File: src/rtl/register_file.sv
// register_file: RV32I integer register file, two combinational read ports, one clocked write port
//   clk      in   1     core clock, writes land on rising edge
//   rst_n    in   1     asynchronous active-low reset, clears every register
//   raddr1   in   AW    rs1 index
//   raddr2   in   AW    rs2 index
//   waddr    in   AW    rd index
//   we       in   1     write enable
//   wdata    in   XLEN  writeback data
//   rdata1   out  XLEN  x[raddr1], zero for x0
//   rdata2   out  XLEN  x[raddr2], zero for x0
//   Optional, when REGFILE_DBG_EN is defined:
//   dbg_addr in   AW    debug read index
//   dbg_data out  XLEN  x[dbg_addr], zero for x0
//   wr_count out  32    committed writes to x1..x31, wraps at 2**32
module register_file #(
    parameter int XLEN  = 32,
    parameter int NREGS = 32,
    parameter int AW    = 5
) (
    input  logic            clk,
    input  logic            rst_n,
    input  logic [AW-1:0]   raddr1,
    input  logic [AW-1:0]   raddr2,
    input  logic [AW-1:0]   waddr,
    input  logic            we,
    input  logic [XLEN-1:0] wdata,
    output logic [XLEN-1:0] rdata1,
    output logic [XLEN-1:0] rdata2
`ifdef REGFILE_DBG_EN
    ,
    input  logic [AW-1:0]   dbg_addr,
    output logic [XLEN-1:0] dbg_data,
    output logic [31:0]     wr_count
`endif
);
    logic [XLEN-1:0] regs [NREGS];
    logic            commit;
    assign commit = we && (waddr != '0);
    // Entry 0 is cleared on reset and never written; reads of x0 are also masked.
    always_ff @(posedge clk or negedge rst_n) begin
        if (!rst_n) begin
            for (int i = 0; i < NREGS; i++) regs[i] <= '0;
        end else if (commit) begin
            regs[waddr] <= wdata;
        end
    end
    // No write-to-read bypass: a same-cycle read returns the pre-edge value,
    // which keeps rdata -> ALU -> wdata free of a combinational loop.
    always_comb begin
        rdata1 = (raddr1 == '0) ? '0 : regs[raddr1];
        rdata2 = (raddr2 == '0) ? '0 : regs[raddr2];
    end
`ifdef REGFILE_DBG_EN
    always_comb begin
        dbg_data = (dbg_addr == '0) ? '0 : regs[dbg_addr];
    end
    always_ff @(posedge clk or negedge rst_n) begin
        if (!rst_n) begin
            wr_count <= '0;
        end else if (commit) begin
            wr_count <= wr_count + 32'd1;
        end
    end
`endif
endmodule

File: config.mk
export PLATFORM = sky130hd
export DESIGN_NAME = register_file
export DESIGN_NICKNAME = d
export VERILOG_FILES = /design/src/rtl/register_file.sv
export SDC_FILE = /design/constraint.sdc
export NUM_CORES = 2
export LEC_CHECK = 0
export CAP_MARGIN = 30
export CORE_MARGIN = 1
export CORE_UTILIZATION = 45
export CTS_CLUSTER_SIZE = 25
export DETAILED_ROUTE_END_ITERATION = 10
export PLACE_DENSITY = 0.63
export SLEW_MARGIN = 20
export SYNTH_ARGS = -nofsm -noshare
export SYNTH_HDL_FRONTEND = slang
export SYNTH_SLANG_ARGS = --single-unit
File: constraint.sdc
create_clock -name clk -period 1.84 [get_ports clk]
set_clock_uncertainty 0.05 [all_clocks]
set_input_delay 0.184 -clock clk [delete_from_list [all_inputs] [get_ports clk]]
set_output_delay 0.184 -clock clk [all_outputs]
set_load 0.01 [all_outputs]
== After elaboration in Yosys (flattened, before gate mapping) ==
Index checks and enable logic that the tools add are counted.

* Register bits after elaboration: 1024
* Bits of input ports: 50
* Output and inout port bits: 64
* Logic and storage cells: 55

* $lt $le $gt $ge: 4
* Muxes and demuxes: 11
* Bitwise operators: 3
* Reductions and logical operators: 5

{| class="wikitable"
|+ Operators with widths
! kind !! number
|-
| $bwmux 1024 || 1
|-
| $bmux 32 s5 || 2
|-
| $mux 32 || 7
|-
| $demux 32 s5 || 1
|-
| $ge 6x6->1 const B || 3
|-
| $not 5->6 || 3
|-
| $logic_not 5->1 || 2
|-
| $lt 6x1->1 const B || 1
|-
| $reduce_bool 5->1 || 1
|-
| $logic_and 1x1->1 || 2
|}

== Logic depth before layout (Yosys ltp) ==
* Depth in word-level cells: 6
* Depth in mapped cells: 7
* Gate-level depth less buffers: 4

== Worst setup path after synthesis ==
Ideal clock, no wire load.

* Path kind: input-to-output
* From: input raddr1[0]
* To: output rdata1[0]
* Arrival: 1624 ps
* Required time: 1606 ps
* Setup slack: -18 ps
* Cell stages on the path: 7
* Buffers on the path: 3
* Path through: buf_2 -> inv_1 -> buf_2 -> buf_2 -> nor2_1 -> a22oi_1 -> a311oi_1

* Cells in the longest elaborated chain, start to end: 5

{| class="wikitable"
|+ Ends and longest elaborated chain
! what !! RTL line !! source
|-
| from (decl) || 22 || <nowiki>input logic [AW-1:0] raddr1,</nowiki>
|-
| $not 5->6 (not written as such) || 50 || <nowiki>rdata1 = (raddr1 == '0) ? '0 : regs[raddr1];</nowiki>
|-
| $bmux 32 s5 || 50 ||
|-
| $mux 32 (not written as such) (2 in series) || 50 ||
|-
| $mux 32 * || 50 ||
|-
| to (decl) || 27 || <nowiki>output logic [XLEN-1:0] rdata1,</nowiki>
|}

Every way passes the cells marked *; elsewhere a longest branch is shown, timed or not. The select of a mux whose other input is x is not followed.

== Worst setup path in the final report ==
* From: register regs[529] (netlist bit)
* To: output rdata2[17]

* Cells in the longest elaborated chain, start to end: 4

{| class="wikitable"
|+ Ends and longest elaborated chain
! what !! RTL line !! source
|-
| from (decl) || 36 || <nowiki>logic [XLEN-1:0] regs [NREGS];</nowiki>
|-
| from (signal, indexed assignment) || 44 || <nowiki>regs[waddr] <= wdata;</nowiki>
|-
| $bmux 32 s5 || 51 || <nowiki>rdata2 = (raddr2 == '0) ? '0 : regs[raddr2];</nowiki>
|-
| $mux 32 (not written as such) (2 in series) || 51 ||
|-
| $mux 32 || 51 ||
|-
| to (decl) || 28 || <nowiki>output logic [XLEN-1:0] rdata2</nowiki>
|}

No other way between the ends. The select of a mux whose other input is x is not followed.

==> results.json <==
{
  "gr-total-overflow": 0,
  "fp-row-count": 127,
  "relSlewSlack_pct": 39.8,
  "dieHeight_um": 350,
  "portBuffers": 113,
  "synth_edf_count": 0,
  "die_w_um": 350,
  "synth_ff_type": "dfrtp_1",
  "grt_pass1_vias": 38253,
  "numCtsBuffers": 113,
  "setup_slack_ps": -889,
  "largest_reg_flops": 1024,
  "cts_tree": "built",
  "syn_area_mm2": 0.0544,
  "switchingPower_mw": 19.3,
  "power.total_mw": 70.7,
  "layout.cells.non_filler": 5817,
  "cts_htree_levels": 3,
  "grt.total_usage_pct": 30.7,
  "intPower_mw": 51.4,
  "whs_ps": 104,
  "yosysSeqAreaShare_pct": 47.1,
  "end_kind": "output port",
  "dp_hpwl_um": 124000,
  "fin_crit_ps": 2730,
  "placedCellCount": 5602,
  "largestRegisters": "regs (1024)",
  "timing.final.crit_share_pct": 148,
  "p_leak_nw": 29.9,
  "ff2ff_setup_slack_ps": 750,
  "fin_util_pct": 57.3,
  "syn_to_final_growth_pct": 26.3,
  "synth-seq-cells": 1024,
  "combinationalPowerShare_pct": 23.0,
  "place.gp.congestion": 0.865,
  "antenna_found_initial": 3,
  "cp_cell_sequence": "mux4_2, mux2_4, o21ai_2, a311oi_2, buf_4, buf_6",
  "startpoint_type": "flop",
  "syn_nets": 3671,
  "rsz0062_at_grt": "yes",
  "finalHoldViolCount": 0,
  "cp_num_buf_inv": 2,
  "regMostFlops": "regs",
  "register_area_mm2": 0.0256,
  "critical_path_arrival_ps": 2490,
  "synth_area_leader_cell": "dfrtp_1",
  "crit_family": "multiplexers",
  "num-fill-cells": 9388,
  "syn_area_per_cell_um2": 15.0,
  "design.die.area_mm2": 0.122,
  "seq_power_share_pct": 42.4,
  "power_frac_clock_pct": 34.6,
  "vias_per_cell": 6.40,
  "slew_violations": 0,
  "peakVddDrop_mv": 0.924,
  "drt_iter0_drc": 3697,
  "clock_latency_ps": 720,
  "cts_sinks": 1024,
  "drive_gt1_share_pct": 65.1,
  "status": "finished, violations left",
  "yosys.area.top_type_share_pct": 47.1,
  "fin_tns_setup_ps": -45350,
  "required_ps": 1610,
  "wl_per_cell_um": 31.9,
  "hold_class": "input pin to asynchronous set/reset pin",
  "ys_top_cells_by_area": "dfrtp_1 47%, mux2_2 22%, mux4_2 19%",
  "async_flop_share_pct": 100,
  "finalSetupViolCount": 64,
  "clk_path_buf_depth": 3,
  "worstSetupPathType": "flop to output port",
  "cp_slowest_cell": "mux4_2",
  "clock.fmax_mhz": 366,
  "drt-total-wl_um": 185000,
  "nets": 4158,
  "ys_warn_count": 0,
  "failed_checks": "setup timing",
  "cap_violations": 0,
  "synth_cell_types": 35,
  "ant_nets": 0,
  "tightest_slew_ps": 901,
  "syn_inst": 3621,
  "num_io_pins": 114,
  "multiInputGateArea_mm2": 0.0287,
  "num_vias": 37205,
  "drt_first_pass_iters": 5,
  "yosysMostFrequentCell": "mux2_2",
  "cpPeakStageDelay_ps": 480,
  "swShare_pct": 27.3,
  "core_mm2": 0.120,
  "clk_pin_slew_ps": 60,
  "initial_core_util_pct": 45.4,
  "grt_pass1_wl_um": 273000,
  "synthTopCellsByCount": "1,046 x mux2_2, 1,024 x dfrtp_1, 448 x mux4_2, 223 x clkbuf_1, 170 x buf_2",
  "cp_max_fo": 3,
  "root_buffer": "clkbuf_16",
  "power_density_mw_per_mm2": 1030,
  "grt_max_degree": 89,
  "drc": 0
}
-- placed cells by master (no fill, tap or decap), types with 24 or more instances in the layout --
cell type | netlist | routed
nor2b_1 | 71 | 55
buf_12 | 0 | 169
a22oi_1 | 64 | 44
clkbuf_16 | 0 | 115
nand2_1 | 49 | 38
mux2i_1 | 128 | 125
mux4_2 | 448 | 448
buf_4 | 34 | 512
clkdlybuf4s50_1 | 0 | 38
a221oi_2 | 0 | 26
clkbuf_8 | 0 | 36
a211oi_2 | 0 | 55
dfrtp_1 | 1024 | 1024
o21ai_1 | 9 | 40
buf_2 | 170 | 51
buf_6 | 0 | 24
mux2_4 | 0 | 36
a311oi_2 | 0 | 42
mux2_2 | 1046 | 1010
o21ai_2 | 0 | 46
-- cell type report --
class / count / share of cell area, %
multi-input cells: 2163 / 41.8
flip-flops and latches: 1024 / 37.3
repair buffers: 804 / 12.0
clock buffers: 168 / 5.01
well taps: 1612 / 2.94
clock inverters: 42 / 0.873
inverters: 2 / 0.0182
diodes: 2 / 0.00729
-- routing by layer --
| layer | wire length, um | GRT usage, % | vias to the layer above |
|---|---|---|---|
| met5 | 16 | 0 | - |
| met4 | 5760 | 10.2 | 2 |
| met3 | 14600 | 6.16 | 306 |
| met2 | 85500 | 47.0 | 1579 |
| met1 | 79400 | 43.9 | 20236 |
| li1 | - | - | 15082 |
-- stage by stage --
stage,setup slack (ps),area [um^2]
floorplan,-18.3,54500
global placement,-1190,63200
detailed placement,-1190,63200
CTS,-923,68100
global route,-922,68700
finish,-889,68700
-- worst min-delay path, delay by kind of cell --
kind / cells / cell delay [ps]
buf+inv: 3 / 1020
-- power by group through the flow --
| stage | Sequential (mW) | Combinational, mW | Clock, mW |
|---|---|---|---|
| after floorplan | 29.1 | 10.0 | 0 |
| after global placement | 30.0 | 15.0 | 0 |
| after detailed placement | 30.2 | 15.2 | 0 |
| after CTS | 29.8 | 15.9 | 24.8 |
| after global routing | 30.5 | 17.2 | 25.7 |
| final | 30.0 | 16.3 | 24.5 |
-- path summary, 6_finish.rpt --
check | start | end | depth (start not counted)
hold / removal | rst_n | regs[45]$_DFFE_PN0P_ | 3
setup / recovery | regs[529]$_DFFE_PN0P_ | rdata2[17] | 6
max in group asynchronous | rst_n | regs[582]$_DFFE_PN0P_ | 4
setup reg to reg | regs[445]$_DFFE_PN0P_ | regs[445]$_DFFE_PN0P_ | 3
hold reg to reg | regs[1011]$_DFFE_PN0P_ | regs[1011]$_DFFE_PN0P_ | 0
min in group clk | regs[1011]$_DFFE_PN0P_ | regs[1011]$_DFFE_PN0P_ | 0
-- timing repair --
item / CTS / global route
endpoints found under the hold margin: 1024 / 0
buffers inserted: 17 / 10
endpoints found under the setup margin: 64 / 64
hold buffers: 2 / 0
resized for setup: 563 / 115
pin swaps: 81 / 47
-- cells by family after synthesis --
| group | after synthesis | share of synthesized area [%] |
|---|---|---|
| muxes | 1632 | 42.8 |
| DFF | 1024 | 47.1 |
| buffers and inverters | 434 | 3.63 |
| AOI/OAI and AO/OA | 366 | 4.84 |
| and+or+nand+nor | 165 | 1.61 |
(Power assumes the default switching activity.)
